<file path="src/rtl/button_event_scheduler.sv">
// button_event_scheduler
// Key-input front end for the calculator: two-flop synchronizers, a shared
// debounce sampling tick, per-button press detection, sticky pending flags and
// a round-robin arbiter that offers one event at a time to the core.
//
// Handshake: event_valid/event_index are driven from flops and held stable
// while event_valid=1; an event transfers on a rising clock edge where
// event_valid=1 and event_ready=1. event_ready is don't-care while
// event_valid=0, and the scheduler returns to idle for at least one cycle
// after every transfer.
module button_event_scheduler #(
  parameter int N_BUTTONS = 4,
  parameter int TICK_DIV  = 250000,
  parameter int SAMPLES   = 3,
  parameter int IDX_W     = 2
) (
  input  logic                 clock,
  input  logic                 reset_n,
  input  logic [N_BUTTONS-1:0] button,
  output logic [N_BUTTONS-1:0] pressed,
  output logic                 event_valid,
  output logic [IDX_W-1:0]     event_index,
  input  logic                 event_ready,
  output logic                 lost,
  output logic                 state_dbg
);

  localparam int CNT_W = (TICK_DIV > 1) ? $clog2(TICK_DIV) : 1;

  typedef enum logic {
    IDLE  = 1'b0,
    OFFER = 1'b1
  } state_t;

  // Input conditioning and event bookkeeping registers.
  logic [N_BUTTONS-1:0]              sync1_q, sync1_d;
  logic [N_BUTTONS-1:0]              sync2_q, sync2_d;
  logic [CNT_W-1:0]                  cnt_q, cnt_d;
  logic [N_BUTTONS-1:0][SAMPLES-1:0] samp_q, samp_d;
  logic [N_BUTTONS-1:0]              prev_q, prev_d;
  logic [N_BUTTONS-1:0]              press_q, press_d;
  logic [N_BUTTONS-1:0]              pending_q, pending_d;
  logic                              lost_q, lost_d;

  // Scheduler registers.
  state_t                            state_q, state_d;
  logic                              valid_q, valid_d;
  logic [IDX_W-1:0]                  index_q, index_d;
  logic [IDX_W-1:0]                  rr_q, rr_d;

  logic                              tick;
  logic                              handshake;
  logic [N_BUTTONS-1:0]              clr;
  logic                              found_hi, found_lo;
  logic [IDX_W-1:0]                  idx_hi, idx_lo;
  logic                              any_pending;
  logic [IDX_W-1:0]                  pick_idx;

  // Debounced level: a button counts as pressed only when every sample is high,
  // so a single low sample releases it.
  always_comb begin
    pressed = '0;
    for (int i = 0; i < N_BUTTONS; i++) begin
      pressed[i] = &samp_q[i];
    end
  end

  // Synchronizers, tick counter, sample shifting, edge detect and pending flags.
  always_comb begin
    sync1_d   = button;
    sync2_d   = sync1_q;
    tick      = (cnt_q == CNT_W'(TICK_DIV - 1));
    cnt_d     = tick ? '0 : cnt_q + CNT_W'(1);
    samp_d    = samp_q;
    if (tick) begin
      for (int i = 0; i < N_BUTTONS; i++) begin
        samp_d[i] = {samp_q[i][SAMPLES-2:0], sync2_q[i]};
      end
    end
    prev_d    = pressed;
    press_d   = pressed & ~prev_q;
    handshake = (state_q == OFFER) && event_ready;
    clr       = '0;
    for (int i = 0; i < N_BUTTONS; i++) begin
      clr[i] = handshake && (index_q == IDX_W'(i));
    end
    // A press coinciding with its own clear re-arms the flag and is not lost.
    pending_d = (pending_q & ~clr) | press_q;
    lost_d    = |(press_q & pending_q & ~clr);
  end

  // Round-robin pick: lowest pending index at or above rr_q, else lowest below it.
  always_comb begin
    found_hi = 1'b0;
    found_lo = 1'b0;
    idx_hi   = '0;
    idx_lo   = '0;
    for (int i = N_BUTTONS - 1; i >= 0; i--) begin
      if (pending_q[i]) begin
        if (IDX_W'(i) >= rr_q) begin
          found_hi = 1'b1;
          idx_hi   = IDX_W'(i);
        end else begin
          found_lo = 1'b1;
          idx_lo   = IDX_W'(i);
        end
      end
    end
    any_pending = found_hi | found_lo;
    pick_idx    = found_hi ? idx_hi : idx_lo;
  end

  // Scheduler next state: offer a picked event, hold it until accepted.
  always_comb begin
    state_d = state_q;
    valid_d = valid_q;
    index_d = index_q;
    rr_d    = rr_q;
    case (state_q)
      IDLE: begin
        if (any_pending) begin
          index_d = pick_idx;
          valid_d = 1'b1;
          state_d = OFFER;
        end
      end
      OFFER: begin
        if (event_ready) begin
          valid_d = 1'b0;
          rr_d    = (index_q == IDX_W'(N_BUTTONS - 1)) ? '0 : index_q + IDX_W'(1);
          state_d = IDLE;
        end
      end
      default: begin
        state_d = IDLE;
        valid_d = 1'b0;
      end
    endcase
  end

  // Datapath registers.
  always_ff @(posedge clock or negedge reset_n) begin
    if (!reset_n) begin
      sync1_q   <= '0;
      sync2_q   <= '0;
      cnt_q     <= '0;
      samp_q    <= '0;
      prev_q    <= '0;
      press_q   <= '0;
      pending_q <= '0;
      lost_q    <= 1'b0;
    end else begin
      sync1_q   <= sync1_d;
      sync2_q   <= sync2_d;
      cnt_q     <= cnt_d;
      samp_q    <= samp_d;
      prev_q    <= prev_d;
      press_q   <= press_d;
      pending_q <= pending_d;
      lost_q    <= lost_d;
    end
  end

  // Scheduler FSM with registered outputs.
  always_ff @(posedge clock or negedge reset_n) begin
    if (!reset_n) begin
      state_q <= IDLE;
      valid_q <= 1'b0;
      index_q <= '0;
      rr_q    <= '0;
    end else begin
      state_q <= state_d;
      valid_q <= valid_d;
      index_q <= index_d;
      rr_q    <= rr_d;
    end
  end

  assign event_valid = valid_q;
  assign event_index = index_q;
  assign lost        = lost_q;
  assign state_dbg   = (state_q == OFFER);

endmodule

</file>
<file path="config.mk">
export PLATFORM = sky130hd
export DESIGN_NAME = button_event_scheduler
export DESIGN_NICKNAME = d
export VERILOG_FILES = /design/src/rtl/button_event_scheduler.sv
export SDC_FILE = /design/constraint.sdc
export NUM_CORES = 1
export LEC_CHECK = 0
export CELL_PAD_IN_SITES_DETAIL_PLACEMENT = 0
export CELL_PAD_IN_SITES_GLOBAL_PLACEMENT = 1
export CORE_MARGIN = 2
export CORE_UTILIZATION = 50
export CTS_CLUSTER_SIZE = 14
export DETAILED_ROUTE_END_ITERATION = 16
export GPL_TIMING_DRIVEN = 0
export MAX_ROUTING_LAYER = met4
export PLACE_DENSITY_LB_ADDON = 0.1
export SETUP_SLACK_MARGIN = 0.3
export SLEW_MARGIN = 20
export SYNTH_ARGS = -nofsm -noshare
export SYNTH_HDL_FRONTEND = slang
export SYNTH_SLANG_ARGS = --single-unit
export TNS_END_PERCENT = 50
</file>
<file path="constraint.sdc">
create_clock -name clock -period 3.75 [get_ports clock]
set_clock_uncertainty 0.1 [all_clocks]
set_input_delay 0.5625 -clock clock [delete_from_list [all_inputs] [get_ports clock]]
set_output_delay 0.5625 -clock clock [all_outputs]
set_load 0.05 [all_outputs]
</file>
**Word level (Yosys, flattened, before mapping)**

Cells that the tools add are included.

- Logic and storage cells: 91
- Output and inout bits: 9
- Bits of input ports: 7
- Bits in registers: 57

- Multiplexer cells: 41
- Reductions and logical operators: 14
- Magnitude comparators: 4
- Eq/ne operators: 6
- Add/sub/neg operators: 2
- Bitwise gates (word level): 9

Operator list:

| cell | count |
|---|---|
| $mux 2 | 18 |
| $mux 1 | 20 |
| $add 18x1->18 const B | 1 |
| $eq 18x18->1 const B | 1 |
| $mux 18 | 1 |
| $and 4x4->4 | 4 |
| $reduce_and 3->1 | 4 |
| $not 4->4 | 2 |
| $reduce_and 2->1 | 3 |
| $logic_and 1x1->1 | 5 |
| $eq 2x2->1 const B | 2 |
| $ge 1x2->1 const A | 2 |
| $ge 2x2->1 const A | 2 |
| $ne 2x2->1 const B | 2 |
| $or 4x4->4 | 1 |
| $pmux 1 s2 | 2 |
| $reduce_or 4->1 | 1 |
| $add 2x1->2 const B | 1 |
| $eq 2x1->1 const B | 1 |
| $logic_not 2->1 | 1 |
| $not 1->1 | 1 |
| $or 1x1->1 | 1 |

**Depth between registers and ports, before layout**

- Word-level depth: 12
- Mapped depth: 5
- Gate-level depth less buffers: 5

**Worst setup path before layout**

No wires, ideal clock.

- Path kind: reg2reg
- Start: register cnt_q[0]
- End: register samp_q[0] (netlist bit)
- Cell stages (with the launch flop): 6
- Library setup time: 0.125 ns
- Data required time: 3.525 ns
- Arrival: 1.665 ns
- Path buffers: 1
- Setup slack: 1.860 ns
- Period minus slack after synthesis: 1.890 ns
- Path through: dfrtp_1 ha_1 nand3_1 nor4_4 buf_6 mux2_2

- Word-level cells in the longest chain between the ends: 1

Ends and longest elaborated chain:

| item | RTL line | RTL |
|---|---|---|
| start: declaration | 38 | `logic [CNT_W-1:0] cnt_q, cnt_d;` |
| start signal: assignment | 155 | `cnt_q <= cnt_d;` |
| $eq 18x18->1 | 72 | `tick = (cnt_q == CNT_W'(TICK_DIV - 1));` |
| end signal: assignment | 156 | `samp_q <= samp_d;` |
| end: declaration | 39 | `logic [N_BUTTONS-1:0][SAMPLES-1:0] samp_q, samp_d;` |

Every way passes these cells.
A chain may end at the register's enable or synchronous reset.

**Final worst setup path**

- Start: register samp_q[3] (netlist bit)
- End: output pressed[1]

- Word-level cells in the longest chain between the ends: 1

Ends and longest elaborated chain:

| item | RTL line | RTL |
|---|---|---|
| $reduce_and 3->1 | 64 | `pressed[i] = &samp_q[i];` |
| end: declaration | 20 | `output logic [N_BUTTONS-1:0] pressed,` |

Every way passes these cells.

==> flow_summary.html <==
<table>
<tr><th>Metric</th><th>Value</th></tr>
<tr><th colspan="2">Run status</th></tr>
<tr><td>Run status</td><td>complete, no violations</td></tr>
<tr><th colspan="2">Clocking</th></tr>
<tr><td>Hold-fix buffer count after cts</td><td>0</td></tr>
<tr><td>TritonCTS clock tree</td><td>done</td></tr>
<tr><td>Reg clk slew, reported paths</td><td>approximately 60 ps</td></tr>
<tr><td>Library cell used as clock root buffer</td><td>clkbuf_8</td></tr>
<tr><td>Number of buffers on the longest clock path</td><td>2</td></tr>
<tr><td>H-tree depth reported by CTS</td><td>3</td></tr>
<tr><td>Clock tree sinks</td><td>57</td></tr>
<tr><td>Clk Latency, worst-skew pair</td><td>320 ps</td></tr>
<tr><td>Number of post-CTS setup repair buffers</td><td>0</td></tr>
<tr><td>Post-cts resize count</td><td>0</td></tr>
<tr><td>TritonCTS buffer count</td><td>9</td></tr>
<tr><th colspan="2">Cells and area</th></tr>
<tr><td>Layout cells sized above 1</td><td>14.5%</td></tr>
<tr><td>Most frequent cells in the layout</td><td>dfrtp_1, nor2_1, clkdlybuf4s50_1, nand3_1, mux2_2</td></tr>
<tr><td>Most common cell after layout, fill and taps aside</td><td>dfrtp_1</td></tr>
<tr><td>Layout-stage area growth over the synthesis result</td><td>19.9%</td></tr>
<tr><td>Final standard cell count with taps included and fillers excluded</td><td>272</td></tr>
<tr><td>Final antenna diode count</td><td>0</td></tr>
<tr><td>Final Instance Area</td><td>2750 µm²</td></tr>
<tr><td>Net count reported at finish</td><td>227</td></tr>
<tr><th colspan="2">Synth</th></tr>
<tr><td>Share of the yosys chip area belonging to registers</td><td>just over 60%</td></tr>
<tr><td>Most common flop cell mapped by yosys</td><td>dfrtp_1</td></tr>
<tr><td>Async S/R FF share, synth</td><td>100%</td></tr>
<tr><td>Total of flip-flops plus latches after synthesis</td><td>57</td></tr>
<tr><td>Combined area of all synthesized cells</td><td>2300 µm²</td></tr>
<tr><td>Syn Area/Cell</td><td>12.1 µm²</td></tr>
<tr><td>Count of mapped cells out of synthesis</td><td>about 190</td></tr>
<tr><td>Unique masters post-synth</td><td>30</td></tr>
<tr><td>Net count of the mapped netlist</td><td>201</td></tr>
<tr><td>Yosys warning count</td><td>0</td></tr>
<tr><td>EDFF count, synth</td><td>0</td></tr>
<tr><th colspan="2">Place</th></tr>
<tr><td>Cell area after placement</td><td>between 2000 and 3000 µm²</td></tr>
<tr><td>Detailed placement HPWL</td><td>2.54 mm</td></tr>
<tr><td>Final weighted congestion in routability-driven placement</td><td>0.824</td></tr>
<tr><td>Dpl ws</td><td>1620 ps</td></tr>
<tr><td>Port bufs</td><td>15</td></tr>
<tr><td>Inst Count DP</td><td>~260</td></tr>
<tr><th colspan="2">Global route</th></tr>
<tr><td>Leftover overflow at the end of global routing</td><td>0</td></tr>
<tr><td>Wire length of the first global-routing pass</td><td>6.62 mm</td></tr>
<tr><td>Overall routing resource usage</td><td>17.6%</td></tr>
<tr><td>Pin count of the biggest net entering global routing</td><td>58</td></tr>
<tr><td>Vias in the first global route</td><td>1468</td></tr>
<tr><td>Number of antenna violations at the first check in global routing</td><td>0</td></tr>
<tr><th colspan="2">Floorplan</th></tr>
<tr><td>Die Height</td><td>about 72 µm</td></tr>
<tr><td>Row Count</td><td>24</td></tr>
<tr><td>Die X</td><td>71.8 µm</td></tr>
<tr><td>Starting density of the core</td><td>52.4%</td></tr>
<tr><td>Number of I/O pins</td><td>16</td></tr>
<tr><td>Full die area</td><td>just over 5000 µm²</td></tr>
<tr><td>Total core area</td><td>4380 µm²</td></tr>
<tr><th colspan="2">Timing</th></tr>
<tr><td>Post-route setup slack</td><td>1360 ps</td></tr>
<tr><td>Time the worst path needs with I/O delays and setup</td><td>around 2400 ps</td></tr>
<tr><td>Final-report hold violation count</td><td>0</td></tr>
<tr><td>Count of final setup violators</td><td>0</td></tr>
<tr><td>Share of the clock period used by the worst path</td><td>approximately 64%</td></tr>
<tr><td>Setup TNS</td><td>0 ps</td></tr>
<tr><td>Unrepaired setup endpoints after global routing</td><td>false</td></tr>
<tr><td>Headroom to the max-slew limit</td><td>54.8%</td></tr>
<tr><td>Transition time at the pin with the least slew margin</td><td>approximately 680 ps</td></tr>
<tr><td>Max Fclk</td><td>0.419 GHz</td></tr>
<tr><td>Total count of max-transition violations in the final report</td><td>0</td></tr>
<tr><th colspan="2">Worst setup path</th></tr>
<tr><td>Buf+Inv Stages, Crit Path</td><td>1</td></tr>
<tr><td>Data arrival time of the worst path</td><td>1720 ps</td></tr>
<tr><td>Gate family responsible for the most delay along the worst path</td><td>buffers and inverters</td></tr>
<tr><td>Worst path required time</td><td>3090 ps</td></tr>
<tr><td>Largest fanout of any net on the critical path</td><td>3</td></tr>
<tr><td>Startpoint class of the critical path</td><td>register</td></tr>
<tr><td>Cells along the critical path</td><td>and3_1, clkdlybuf4s50_1</td></tr>
<tr><td>Type of the setup path with the least slack</td><td>reg -&gt; out</td></tr>
<tr><td>Category of the worst setup path capture point</td><td>output port</td></tr>
<tr><td>Slowest stage cell on the critical path</td><td>clkdlybuf4s50_1</td></tr>
<tr><td>Worst stage delay on the critical path</td><td>820 ps</td></tr>
<tr><th colspan="2">Detailed routing</th></tr>
<tr><td>Post-detailed-route DRC marker count</td><td>0</td></tr>
<tr><td>Average routed wire per standard cell</td><td>13.3 µm</td></tr>
<tr><td>Vias after detailed routing</td><td>1479</td></tr>
<tr><td>Detailed Route Iter0 Violations</td><td>103</td></tr>
<tr><td>Number of optimization iterations in the first detailed-route pass</td><td>4</td></tr>
<tr><td>Antenna violation net count after detailed routing</td><td>0</td></tr>
<tr><td>Ratio of routed vias to standard cells</td><td>5.44</td></tr>
<tr><td>Aggregate routed wire length</td><td>approximately 3.6 mm</td></tr>
<tr><th colspan="2">Pwr</th></tr>
<tr><td>Leak</td><td>1.34 nW</td></tr>
<tr><td>Post-route total power</td><td>1.36 mW</td></tr>
<tr><td>Worst VDD drop</td><td>around 0.44 mV</td></tr>
<tr><td>Cell area power density</td><td>493 nW/µm²</td></tr>
<tr><th colspan="2">Run</th></tr>
<tr><td>Max Cap Viol</td><td>0</td></tr>
<tr><th colspan="2">Min path</th></tr>
<tr><td>Classification of the worst-slack hold path</td><td>in -&gt; async</td></tr>
</table>
[worst reg2reg max path, stage by stage, from the launching register on]
cell	delay, ps
dfrtp_1	380
ha_1	200
nand3_1	310
nor4_4	460
buf_6	200
mux2_2	340
[through the flow]
step	hold WS, ps	util, %
2_1_floorplan	167	-
3_3_place_gp	231	57.3
3_5_place_dp	237	57.2
4_1_cts	196	62.8
5_1_grt	232	62.8
6_report	170	62.8
[flip-flops by register name, summed over array words and instances (netlist names)]
signal and count:
prev_q 4, press_q 4, event_index 2, sync1_q 4, event_valid 1, state_dbg 1
pending_q 4, samp_q 12, cnt_q 18, rr_q 2, lost 1, sync2_q 4
[synth_stat cells (2+ instances only)]
| library cell | number | area (µm²) |
|---|---|---|
| a21o_1 | 5 | 37.5 |
| a21oi_1 | 4 | 20.0 |
| and3_1 | 4 | 25.0 |
| dfrtp_1 | 57 | 1430 |
| ha_1 | 5 | 62.6 |
| inv_1 | 10 | 37.5 |
| mux2_2 | 12 | 135 |
| nand2_1 | 11 | 41.3 |
| nand3_1 | 12 | 60.1 |
| nand4_1 | 7 | 43.8 |
| nor2_1 | 19 | 71.3 |
| nor2b_1 | 5 | 31.3 |
| nor3_1 | 3 | 15.0 |
| nor4_1 | 5 | 31.3 |
| o31ai_1 | 2 | 15.0 |
| xnor2_1 | 11 | 96.3 |
| xor2_1 | 4 | 35.0 |
[layout make-up]
class	instances	area (µm²)
Clock inverter	5	103
Tap cell	52	65.1
Buffer	3	20.0
Sequential cell	57	1430
Clock buffer	11	141
Inverter	10	37.5
Multi-Input combinational cell	119	812
Timing Repair Buffer	15	148
Fill cell	348	1630
[cells by family (layout without fill, tap and decap cells)]
group / Yosys count / after routing / synth area share, %
xor+xnor: 15 / 15 / 5.72
mux: 12 / 12 / 5.89
buf+inv: 13 / 44 / 2.51
fa+ha+maj: 5 / 5 / 2.72
compound gates: 17 / 17 / 5.07
flops: 57 / 57 / 62.1
simple gates: 70 / 70 / 16.0
[per-layer routing]
| metal | global-route usage [%] | share of wire (%) |
|---|---|---|
| met4 | 8.60 | 1.8 |
| met1 | 21.6 | 47 |
| met3 | 5.77 | 4.4 |
| met2 | 26.3 | 47 |
| met5 | - | 0 |
[worst paths after layout]
kind	startpoint	endpoint	slack [ps]	cells after the start
max in group asynchronous	reset_n	cnt_q[14]	2920	1
setup reg to reg	cnt_q[0]	samp_q[4]	1640	5
hold / removal	reset_n	cnt_q[7]	170	1
min in group clock	sync1_q[3]	sync2_q[3]	250	0
hold reg to reg	sync1_q[3]	sync2_q[3]	250	0
setup / recovery	samp_q[3]	pressed[1]	1360	2
[report_power, final]
group | internal (mW) | total, mW | switching (mW)
Sequential | 0.624 | 0.632 | 0.00733
Combinational | 0.0120 | 0.0361 | 0.0241
Clock | 0.458 | 0.689 | 0.231
Note: power is estimated with default switching activity, not from simulation.
